==> src/rtl/dice_pkg.sv <==
// dice_pkg: die codes, side-count lookup and tally FSM states shared by the roller and the tally
package dice_pkg;
  typedef enum logic [2:0] {D4 = 3'd1, D6, D8, D10, D12, D20} die_t;
  typedef enum logic [1:0] {S_IDLE, S_GAP, S_DONE} state_t;
  localparam logic [4:0] CLEAR = 5'd1;
  function automatic logic [4:0] die_sides(input logic [2:0] code);
    return code == D4  ? 5'd4  :
           code == D6  ? 5'd6  :
           code == D8  ? 5'd8  :
           code == D10 ? 5'd10 :
           code == D12 ? 5'd12 :
           code == D20 ? 5'd20 : 5'd0;
  endfunction
endpackage

==> src/rtl/dice_range_check.sv <==
// dice_range_check: flags a roll value that lies within 1..sides of the given die
module dice_range_check
  import dice_pkg::*;
(
  input  logic [2:0] die,
  input  logic [4:0] value,
  output logic       valid
);
  assign valid = value != 5'd0 && value <= die_sides(die);
endmodule

==> src/rtl/dice_tally.sv <==
// dice_tally: samples the roller every GAP cycles and accumulates sum/max/min/count of valid rolls
module dice_tally
  import dice_pkg::*;
#(
  parameter int MAX_DICE  = 8,
  parameter int GAP       = 3,
  parameter int RETRY_MAX = 4,
  parameter int SUM_W     = 9
) (
  input  logic             clock,
  input  logic             reset,
  input  logic             clear,
  input  logic             start,
  input  logic [2:0]       die,
  input  logic [3:0]       num_dice,
  input  logic [4:0]       roll_result,
  output logic             busy,
  output logic             done,
  output logic             err,
  output logic [SUM_W-1:0] sum,
  output logic [4:0]       max_val,
  output logic [4:0]       min_val,
  output logic [3:0]       count
);
  localparam int GW = GAP > 1 ? $clog2(GAP) : 1;
  localparam int RW = $clog2(RETRY_MAX + 1);
  state_t        state, state_n;
  logic [2:0]    die_q;
  logic [3:0]    target;
  logic [GW-1:0] gap_cnt;
  logic [RW-1:0] retry_cnt;
  logic [4:0]    min_int;
  logic          valid, accept, bad_die, sample, finish;
  dice_range_check u_check (.die(die_q), .value(roll_result), .valid(valid));
  assign accept  = state == S_IDLE && start && num_dice != 4'd0;
  assign bad_die = die_sides(die) == 5'd0;
  assign sample  = state == S_GAP && gap_cnt == '0;
  assign finish  = valid ? count + 4'd1 == target : retry_cnt == RW'(RETRY_MAX - 1);
  assign busy    = state == S_GAP;
  assign done    = state == S_DONE;
  assign min_val = count == 4'd0 ? 5'd0 : min_int;
  // state register
  always_ff @(posedge clock or posedge reset)
    if (reset) state <= S_IDLE;
    else state <= state_n;
  // next state: clear wins, bad die skips straight to DONE, finish on target or retry exhaustion
  always_comb begin
    state_n = state;
    state_n = clear ? S_IDLE :
              state == S_IDLE ? (accept ? (bad_die ? S_DONE : S_GAP) : S_IDLE) :
              state == S_GAP  ? (sample && finish ? S_DONE : S_GAP) : S_IDLE;
  end
  // request latch, gap/retry counters and result accumulators
  always_ff @(posedge clock or posedge reset)
    if (reset) begin
      die_q     <= '0;
      target    <= '0;
      gap_cnt   <= '0;
      retry_cnt <= '0;
      sum       <= '0;
      max_val   <= '0;
      min_int   <= 5'd31;
      count     <= '0;
      err       <= 1'b0;
    end else if (clear) begin
      gap_cnt   <= '0;
      retry_cnt <= '0;
      sum       <= '0;
      max_val   <= '0;
      min_int   <= 5'd31;
      count     <= '0;
      err       <= 1'b0;
    end else if (accept) begin
      die_q     <= die;
      target    <= num_dice > 4'(MAX_DICE) ? 4'(MAX_DICE) : num_dice;
      gap_cnt   <= GW'(GAP - 1);
      retry_cnt <= '0;
      sum       <= '0;
      max_val   <= '0;
      min_int   <= 5'd31;
      count     <= '0;
      err       <= bad_die;
    end else if (state == S_GAP) begin
      gap_cnt <= sample ? GW'(GAP - 1) : gap_cnt - 1'b1;
      if (sample && valid) begin
        sum       <= sum + SUM_W'(roll_result);
        count     <= count + 4'd1;
        max_val   <= roll_result > max_val ? roll_result : max_val;
        min_int   <= roll_result < min_int ? roll_result : min_int;
        retry_cnt <= '0;
      end else if (sample) begin
        err       <= 1'b1;
        retry_cnt <= retry_cnt + 1'b1;
      end
    end
endmodule

==> config.mk <==
export PLATFORM = sky130hd
export DESIGN_NAME = dice_tally
export DESIGN_NICKNAME = d
export VERILOG_FILES = /design/src/rtl/dice_pkg.sv /design/src/rtl/dice_range_check.sv /design/src/rtl/dice_tally.sv
export SDC_FILE = /design/constraint.sdc
export NUM_CORES = 1
export LEC_CHECK = 0
export CAP_MARGIN = 20
export CORE_MARGIN = 2
export CORE_UTILIZATION = 45
export DETAILED_ROUTE_END_ITERATION = 8
export PLACE_DENSITY = 0.7
export REMOVE_ABC_BUFFERS = 1
export SLEW_MARGIN = 40
export SYNTH_ARGS = -nofsm -noshare
export SYNTH_HDL_FRONTEND = slang
export SYNTH_SLANG_ARGS = --single-unit
==> constraint.sdc <==
create_clock -name clock -period 2.9 [get_ports clock]
set_input_delay 0.58 -clock clock [delete_from_list [all_inputs] [get_ports clock]]
set_output_delay 0.58 -clock clock [all_outputs]
set_load 0.02 [all_outputs]
==> results of run 1 <==
-- final timing paths --
kind,from,end,slack [ns],cells after the start
max in group asynchronous,reset,min_int[2],1.84,3
max,count[0],min_val[3],0.32,5
min,retry_cnt[2],retry_cnt[2],0.53,2
max reg2reg,die_q[1],retry_cnt[0],0.55,8
min in group asynchronous,reset,die_q[1],0.70,3
min reg2reg,retry_cnt[2],retry_cnt[2],0.53,2
-- state kept, by name, indices dropped and copies added (netlist names) --
| register | flops |
|---|---|
| sum | 9 |
| max_val | 5 |
| min_int | 5 |
| count | 4 |
| target | 4 |
| die_q | 3 |
| retry_cnt | 3 |
| gap_cnt | 2 |
| state | 2 |
| err | 1 |
-- cell type report --
cell class / count / area (sq um) / area share
clock buffer: 7 / 86.33 / 0.02742
clock inverter: 1 / 5.005 / 0.001590
inverter: 25 / 93.84 / 0.02981
multi-input combinational: 193 / 1430 / 0.4543
sequential: 38 / 957.2 / 0.3041
tap: 72 / 90.09 / 0.02862
timing repair buffer: 51 / 485.5 / 0.1542
-- power groups by stage --
| stage | clock network [mW] | logic (mW) | registers (mW) |
|---|---|---|---|
| finish | 0.388 | 0.442 | 0.609 |
| global route | 0.433 | 0.495 | 0.617 |
| CTS | 0.398 | 0.448 | 0.610 |
| detailed placement | 0 | 0.445 | 0.620 |
| global placement | 0 | 0.435 | 0.619 |
| floorplan | 0 | 0.298 | 0.622 |
-- layout by cell type (no fill, tap or decap), types with 6 or more instances in the layout --
cell / instances
sky130_fd_sc_hd__a21oi_1: 18
sky130_fd_sc_hd__buf_4: 10
sky130_fd_sc_hd__clkbuf_8: 6
sky130_fd_sc_hd__clkdlybuf4s50_1: 41
sky130_fd_sc_hd__dfrtp_1: 33
sky130_fd_sc_hd__ha_1: 27
sky130_fd_sc_hd__inv_1: 25
sky130_fd_sc_hd__mux2i_1: 6
sky130_fd_sc_hd__nand2_1: 11
sky130_fd_sc_hd__nand3_1: 10
sky130_fd_sc_hd__nor2_1: 31
sky130_fd_sc_hd__o21ai_0: 13
sky130_fd_sc_hd__o31ai_1: 6
sky130_fd_sc_hd__xnor2_1: 13
-- critical path, delay by kind of cell, from the launching register on --
family / cells / cell delay (ns)
fa+ha+maj: 1 / 0.13
buf+inv: 2 / 0.65
simple gates: 2 / 0.47
flops: 1 / 0.46
-- routing by layer --
metal	part of all wire	wire length (microns)
met1	0.46	2384
met2	0.48	2460
met5	0	0
met4	0.013	68
met3	0.048	248
-- what timing repair did --
action	in CTS	in global routing
endpoints found under the setup margin	0	5
resized for setup	0	1
setup buffers	0	0
hold endpoints to repair	0	0
-- logic make-up after synthesis --
| family | synth area share |
|---|---|
| AND/OR/NAND/NOR | 0.1918 |
| AO/OA/AOI/OAI | 0.1302 |
| flip-flops | 0.3800 |
| buffers and inverters | 0.05414 |
| adder cells (fa/ha/maj) | 0.1421 |
| XOR/XNOR | 0.05564 |
| multiplexers | 0.04620 |
==> impl_metrics.prom, run 1 <==
# TYPE chip_impl_metric gauge
chip_impl_info{name="outcome",value="finished clean"} 1
chip_impl_metric{name="first_global_vias",unit=""} 1977
chip_impl_metric{name="synthDistinctLibCells",unit=""} 50
chip_impl_metric{name="io_pins",unit=""} 42
chip_impl_metric{name="p_sw",unit="mW"} 0.4749
chip_impl_metric{name="combPwrFrac",unit=""} 0.307
chip_impl_metric{name="static-leakage-power",unit="nW"} 1.406
chip_impl_metric{name="worst-endpoint-required",unit="ns"} 2.32
chip_impl_metric{name="globalRouteMet3Util",unit=""} 0.05114
chip_impl_metric{name="pin_count_of_the_biggest_net_entering_global_routing",unit=""} 39
chip_impl_metric{name="slew-limit-headroom",unit=""} 0.6756
chip_impl_metric{name="vias_per_cell",unit=""} 5.212
chip_impl_metric{name="postPlaceCellArea",unit="sq um"} 3052
chip_impl_metric{name="detail_route.first_pass.iterations",unit=""} 4
chip_impl_metric{name="final_layout_size_suffix_gt1_frac",unit=""} 0.1175
chip_impl_metric{name="clk-insertion-delay-late",unit="ns"} 0.29
chip_impl_info{name="synth-main-ff-cell",value="sky130_fd_sc_hd__dfrtp_1"} 1
chip_impl_metric{name="ys_ff_latch",unit=""} 38
chip_impl_metric{name="syn_inst",unit=""} 263
chip_impl_metric{name="setup_viol",unit=""} 0
chip_impl_metric{name="final.setup_skew",unit="ns"} 0.004556
chip_impl_info{name="clk_root_buffer_cell",value="sky130_fd_sc_hd__clkbuf_8"} 1
chip_impl_metric{name="detailedPlace.worstSlack",unit="ns"} 0.02568
chip_impl_metric{name="fillers",unit=""} 482
chip_impl_metric{name="utilization_after_layout",unit=""} 0.5788
chip_impl_metric{name="io_buffers",unit=""} 41
chip_impl_metric{name="die_area",unit="sq um"} 6212
chip_impl_metric{name="yosys_warnings",unit=""} 0
chip_impl_metric{name="synth_edf_count",unit=""} 0
chip_impl_metric{name="cap_violations",unit=""} 0
chip_impl_metric{name="hold_viol",unit=""} 0
chip_impl_metric{name="power.share.switching",unit=""} 0.3299
chip_impl_info{name="worstHoldPathType",value="reg -> reg"} 1
chip_impl_metric{name="timing_max_transition_violations_final",unit=""} 0
chip_impl_metric{name="grt_first_pass_wirelength",unit="mm"} 9.039
chip_impl_metric{name="detailed_place_hpwl",unit="mm"} 3.847
chip_impl_metric{name="netlist_area",unit="sq um"} 2519
chip_impl_metric{name="antenna_cells_inserted",unit=""} 0
chip_impl_metric{name="cp_slowest_stage_delay",unit="ns"} 0.56
chip_impl_metric{name="postLayoutSetupSlackWorst",unit="ns"} 0.3187
chip_impl_metric{name="ys_async_sr_fraction",unit=""} 1.000
chip_impl_metric{name="placed_instances",unit=""} 379
chip_impl_metric{name="antenna_violating_nets_post_route",unit=""} 0
chip_impl_metric{name="timing.final.crit_period",unit="ns"} 2.581
chip_impl_info{name="unrepaired_setup_endpoints_after_global_routing",value="no"} 1
chip_impl_metric{name="max_clock_freq",unit="GHz"} 0.3874
chip_impl_info{name="clock_tree_from_tritoncts",value="done"} 1
chip_impl_metric{name="cts-htree-levels",unit=""} 2
chip_impl_metric{name="drc",unit=""} 0
chip_impl_info{name="worst-setup-path-type",value="reg -> out"} 1
chip_impl_metric{name="dr_total_vias",unit=""} 2017
chip_impl_metric{name="worstPathMaxFanout",unit=""} 6
chip_impl_metric{name="power_frac_seq",unit=""} 0.423
chip_impl_metric{name="initial_antenna_violation_count",unit=""} 0
chip_impl_metric{name="globalRouteMet1Util",unit=""} 0.2351
chip_impl_metric{name="clk_pin_slew",unit="ns"} 0.08
chip_impl_metric{name="slew_worst_pin",unit="ns"} 0.4830
chip_impl_metric{name="area_added_between_synthesis_and_finish",unit="%"} 24.99
chip_impl_metric{name="placeableCoreArea",unit="sq um"} 5439
chip_impl_metric{name="grt_usage",unit=""} 0.1858
chip_impl_info{name="start_kind",value="register"} 1
chip_impl_info{name="synth_common_cells",value="33 x sky130_fd_sc_hd__dfrtp_1, 31 x sky130_fd_sc_hd__nor2_1, 27 x sky130_fd_sc_hd__ha_1"} 1
chip_impl_metric{name="numCtsBuffers",unit=""} 5
chip_impl_metric{name="cts.sink_count",unit=""} 38
chip_impl_metric{name="design_power_total",unit="mW"} 1.439
chip_impl_info{name="slowest_stage",value="sky130_fd_sc_hd__clkdlybuf4s50_1"} 1
chip_impl_metric{name="die-height",unit="microns"} 78.82
chip_impl_info{name="cell_accounting_for_the_most_synthesized_area",value="sky130_fd_sc_hd__dfrtp_1"} 1
chip_impl_metric{name="clock_tree_buf_depth",unit=""} 2
chip_impl_metric{name="p_per_area",unit="nW/um^2"} 457.2
chip_impl_info{name="grt_most_used_layer",value="met2"} 1
chip_impl_metric{name="postRouteWirelength",unit="mm"} 5.162
chip_impl_metric{name="globalplace.congestion",unit=""} 0.8122
chip_impl_metric{name="synth_area_per_cell",unit="sq um"} 9.577
chip_impl_metric{name="stdcell_count",unit=""} 387
chip_impl_metric{name="grt_overflow_total",unit=""} 0
chip_impl_metric{name="drtIter0Drc",unit=""} 59
chip_impl_metric{name="data_arrival_time_of_the_critical_path",unit="ns"} 2.00
chip_impl_metric{name="final_nets",unit=""} 358
chip_impl_info{name="yosysMostFrequentCell",value="sky130_fd_sc_hd__dfrtp_1"} 1
chip_impl_metric{name="routedWlPerCell",unit="microns"} 13.34
chip_impl_metric{name="power_frac_clock",unit=""} 0.270
chip_impl_metric{name="core_rows",unit=""} 27
chip_impl_metric{name="timing.hold.ws",unit="ns"} 0.5255
chip_impl_metric{name="internal_power",unit="mW"} 0.9645
chip_impl_metric{name="post-route-period-util",unit=""} 0.8901
chip_impl_metric{name="final_cell_area",unit="sq um"} 3148
chip_impl_metric{name="dieWidth",unit="microns"} 78.82
chip_impl_metric{name="met2_routing_resource_usage_after_global_routing",unit=""} 0.3094
chip_impl_metric{name="peakVddDrop",unit="uV"} 266.8
chip_impl_info{name="worstSetupEndpointType",value="primary output"} 1
chip_impl_metric{name="floorplan.initialDensity",unit=""} 0.4631
chip_impl_metric{name="post_synthesis_sequential_area_ratio",unit=""} 0.3800
chip_impl_info{name="critical_path.cell_chain",value="inv_1 -> ha_1 -> nor3b_2 -> nor2_1 -> clkdlybuf4s50_1"} 1
chip_impl_metric{name="final.setup.tns",unit="ns"} 0
chip_impl_metric{name="top_area_cell_type_share_of_the_netlist_area",unit=""} 0.3279
chip_impl_metric{name="postCtsHoldBufs",unit=""} 0
chip_impl_info{name="synth_area_leaders",value="sky130_fd_sc_hd__dfrtp_1 33%, sky130_fd_sc_hd__ha_1 13%, sky130_fd_sc_hd__dfstp_2 5.2%"} 1
(Power assumes the default switching activity.)
==> inputs of run 2 (changes only) <==
- SYNTH_HIERARCHICAL: not set -> 1
==> run 2 against run 1 <==
Compared with the run above: setup slack lost 0.30 ns; area after synthesis grew 2.1%; count of clock-buffer cells in the layout did not move; critical endpoint is now max_val[0]; largest power group unchanged.
==> impl_metrics.prom, run 2 <==
# TYPE chip_impl_metric gauge
chip_impl_info{name="cell_accounting_for_the_most_synthesized_area",value="sky130_fd_sc_hd__dfrtp_1"} 1
chip_impl_metric{name="post_synthesis_sequential_area_ratio",unit=""} 0.3723
chip_impl_metric{name="core_rows",unit=""} 27
chip_impl_metric{name="postRouteWirelength",unit="mm"} 5.912
chip_impl_metric{name="timing.final.crit_period",unit="ns"} 2.883
chip_impl_metric{name="grt_overflow_total",unit=""} 0
chip_impl_metric{name="hold_viol",unit=""} 0
chip_impl_metric{name="numCtsBuffers",unit=""} 5
chip_impl_metric{name="final_layout_size_suffix_gt1_frac",unit=""} 0.1940
chip_impl_info{name="clock_tree_from_tritoncts",value="done"} 1
chip_impl_metric{name="largest_register_ffs",unit=""} 9
chip_impl_info{name="start_kind",value="register"} 1
chip_impl_metric{name="yosys_warnings",unit=""} 6
chip_impl_metric{name="regArea",unit="sq um"} 957.2
chip_impl_metric{name="worstPathMaxFanout",unit=""} 5
chip_impl_metric{name="power_frac_clock",unit=""} 0.247
chip_impl_metric{name="peakVddDrop",unit="uV"} 272.9
chip_impl_metric{name="synth_area_per_cell",unit="sq um"} 9.418
chip_impl_metric{name="cts-htree-levels",unit=""} 2
chip_impl_metric{name="synth_edf_count",unit=""} 0
chip_impl_metric{name="vias_per_cell",unit=""} 5.285
chip_impl_metric{name="top_area_cell_type_share_of_the_netlist_area",unit=""} 0.3212
chip_impl_info{name="clk_root_buffer_cell",value="sky130_fd_sc_hd__clkbuf_8"} 1
chip_impl_info{name="final_cell_mix",value="41 x sky130_fd_sc_hd__clkdlybuf4s50_1, 33 x sky130_fd_sc_hd__dfrtp_1, 29 x sky130_fd_sc_hd__nor2_1"} 1
chip_impl_metric{name="pin_count_of_the_biggest_net_entering_global_routing",unit=""} 39
chip_impl_metric{name="combPwrFrac",unit=""} 0.351
chip_impl_metric{name="ys_async_sr_fraction",unit=""} 1.000
chip_impl_metric{name="io_buffers",unit=""} 41
chip_impl_metric{name="syn_inst",unit=""} 273
chip_impl_metric{name="synthDistinctLibCells",unit=""} 57
chip_impl_metric{name="data_arrival_time_of_the_critical_path",unit="ns"} 3.02
chip_impl_metric{name="placeableCoreArea",unit="sq um"} 5507
chip_impl_info{name="worst-setup-path-type",value="reg -> reg"} 1
chip_impl_info{name="synth-main-ff-cell",value="sky130_fd_sc_hd__dfrtp_1"} 1
chip_impl_metric{name="cap_violations",unit=""} 0
chip_impl_metric{name="post-route-period-util",unit=""} 0.9940
chip_impl_metric{name="detailedPlace.worstSlack",unit="ns"} -0.06905
chip_impl_metric{name="p_sw",unit="mW"} 0.4954
chip_impl_metric{name="detailed_place_hpwl",unit="mm"} 4.214
chip_impl_metric{name="area_added_between_synthesis_and_finish",unit="%"} 31.82
chip_impl_metric{name="worst-endpoint-required",unit="ns"} 3.04
chip_impl_metric{name="drtIter0Drc",unit=""} 67
chip_impl_metric{name="power_frac_seq",unit=""} 0.401
chip_impl_metric{name="clk_pin_slew",unit="ns"} 0.08
chip_impl_metric{name="first_global_vias",unit=""} 2032
chip_impl_metric{name="slew-limit-headroom",unit=""} 0.5330
chip_impl_metric{name="postLayoutSetupSlackWorst",unit="ns"} 0.01747
chip_impl_metric{name="initial_antenna_violation_count",unit=""} 0
chip_impl_metric{name="timing.hold.ws",unit="ns"} 0.5043
chip_impl_metric{name="antenna_cells_inserted",unit=""} 0
chip_impl_metric{name="dieWidth",unit="microns"} 79.59
chip_impl_metric{name="timing_max_transition_violations_final",unit=""} 0
chip_impl_metric{name="ys_ff_latch",unit=""} 38
chip_impl_metric{name="final.setup_skew",unit="ns"} 0.004519
chip_impl_metric{name="slew_worst_pin",unit="ns"} 0.7005
chip_impl_info{name="outcome",value="finished clean"} 1
chip_impl_metric{name="grt_first_pass_wirelength",unit="mm"} 9.528
chip_impl_info{name="largest_registers",value="sum x9, max_val x5, min_int x5"} 1
chip_impl_info{name="unrepaired_setup_endpoints_after_global_routing",value="yes"} 1
chip_impl_info{name="register_with_the_most_flip_flops",value="sum"} 1
chip_impl_metric{name="routedWlPerCell",unit="microns"} 14.53
chip_impl_metric{name="p_per_area",unit="nW/um^2"} 447.0
chip_impl_metric{name="clock_tree_buf_depth",unit=""} 2
chip_impl_metric{name="globalplace.congestion",unit=""} 0.8654
chip_impl_metric{name="fillers",unit=""} 492
chip_impl_metric{name="cts.sink_count",unit=""} 38
chip_impl_metric{name="max_clock_freq",unit="GHz"} 0.3469
chip_impl_metric{name="internal_power",unit="mW"} 1.020
chip_impl_metric{name="detail_route.first_pass.iterations",unit=""} 4
chip_impl_metric{name="utilization_after_layout",unit=""} 0.6155
chip_impl_info{name="synth_common_cells",value="33 x sky130_fd_sc_hd__dfrtp_1, 31 x sky130_fd_sc_hd__ha_1, 29 x sky130_fd_sc_hd__nor2_1"} 1
chip_impl_metric{name="antenna_violating_nets_post_route",unit=""} 0
chip_impl_metric{name="setup_viol",unit=""} 0
chip_impl_info{name="synth_area_leaders",value="sky130_fd_sc_hd__dfrtp_1 32%, sky130_fd_sc_hd__ha_1 15%, sky130_fd_sc_hd__dfstp_2 5.1%"} 1
chip_impl_metric{name="static-leakage-power",unit="nW"} 1.541
chip_impl_info{name="yosysMostFrequentCell",value="sky130_fd_sc_hd__dfrtp_1"} 1
chip_impl_metric{name="die_area",unit="sq um"} 6335
chip_impl_metric{name="dr_total_vias",unit=""} 2151
chip_impl_metric{name="power.share.switching",unit=""} 0.3269
chip_impl_metric{name="clk-insertion-delay-late",unit="ns"} 0.28
chip_impl_metric{name="final_nets",unit=""} 382
chip_impl_metric{name="floorplan.initialDensity",unit=""} 0.4669
chip_impl_metric{name="multiInputGateArea",unit="sq um"} 1578
chip_impl_metric{name="grt_usage",unit=""} 0.1924
chip_impl_info{name="most_common_cell_after_layout_fill_and_taps_aside",value="sky130_fd_sc_hd__clkdlybuf4s50_1"} 1
chip_impl_metric{name="die-height",unit="microns"} 79.59
chip_impl_metric{name="drc",unit=""} 0
chip_impl_info{name="worstHoldPathType",value="reg -> reg"} 1
chip_impl_metric{name="netlist_area",unit="sq um"} 2571
chip_impl_metric{name="io_pins",unit=""} 42
chip_impl_info{name="worstSetupEndpointType",value="register"} 1
[run 2: final timing paths]
kind                       slack (ns)         end  cells past startpoint       start
setup / recovery                 0.02  max_val[0]                     14    die_q[1]
hold / removal                   0.50  min_int[1]                      2  min_int[1]
setup reg to reg                 0.02  max_val[0]                     14    die_q[1]
hold reg to reg                  0.50  min_int[1]                      2  min_int[1]
max in group asynchronous        1.82  min_int[1]                      3       reset
min in group asynchronous        0.71    die_q[1]                      3       reset
[run 2: what timing repair did]
| action | CTS | global route |
|---|---|---|
| pin swaps | 1 | 15 |
| endpoints found under the setup margin | 12 | 23 |
| setup buffers | 3 | 0 |
| hold buffers | 0 | 0 |
| gates resized for setup | 6 | 22 |
| cloned | 1 | 0 |
[run 2: through the flow]
step,TNS [ns],instance area (sq um),power (mW),cells
6_report,0,3390,1.515,407
5_1_grt,-1.133,3390,1.616,407
4_1_cts,-0.04403,3277,1.469,407
3_5_place_dp,-0.1678,3136,1.067,395
3_3_place_gp,0,3136,1.054,395
2_1_floorplan,-2.571,2500,0.8890,264
[run 2: cells by family after synthesis]
| kind of cell | count (synthesis) | share of synthesized area |
|---|---|---|
| simple gates | 93 | 0.1825 |
| compound gates | 56 | 0.1455 |
| flops | 38 | 0.3723 |
| buf+inv | 35 | 0.06569 |
| fa+ha+maj | 32 | 0.1586 |
| xor+xnor | 12 | 0.04623 |
| mux | 7 | 0.02920 |
[run 2: layout make-up]
type,instances,area share
clock buffer,7,0.02547
sequential,38,0.2824
timing repair buffer,62,0.1698
inverter,26,0.02879
tap,72,0.02658
multi-input combinational,201,0.4655
clock inverter,1,0.001477
[run 2: worst max-delay path, stage by stage (launching register included)]
cell and delay, ns:
sky130_fd_sc_hd__dfrtp_1 0.42, sky130_fd_sc_hd__buf_4 0.16, sky130_fd_sc_hd__ha_4 0.16, sky130_fd_sc_hd__o41a_1 0.37, sky130_fd_sc_hd__ha_1 0.32, sky130_fd_sc_hd__nand2_2 0.09, sky130_fd_sc_hd__o21bai_1 0.11, sky130_fd_sc_hd__a21oi_1 0.10
sky130_fd_sc_hd__a21oi_2 0.14, sky130_fd_sc_hd__nand4b_1 0.15, sky130_fd_sc_hd__buf_4 0.18, sky130_fd_sc_hd__a211oi_4 0.22, sky130_fd_sc_hd__o21ai_2 0.14, sky130_fd_sc_hd__nand3_1 0.11, sky130_fd_sc_hd__o31ai_1 0.07
[run 2: power groups by stage]
stage                     clock (mW)  sequential (mW)  combinational (mW)
final                          0.375            0.608               0.532
after global routing           0.411            0.615               0.590
after CTS                      0.383            0.605               0.481
after detailed placement           0            0.617               0.451
after global placement             0            0.615               0.439
after floorplan                    0            0.616               0.273
[run 2: layer usage]
layer,wire length [microns],global-route usage,part of all wire,vias to the layer above
li1,-,-,-,1060
met1,2823,0.2548,0.48,1040
met2,2844,0.3168,0.48,49
met3,219,0.04751,0.037,2
met4,24,0.04483,0.0041,0
met5,0,0,0,-
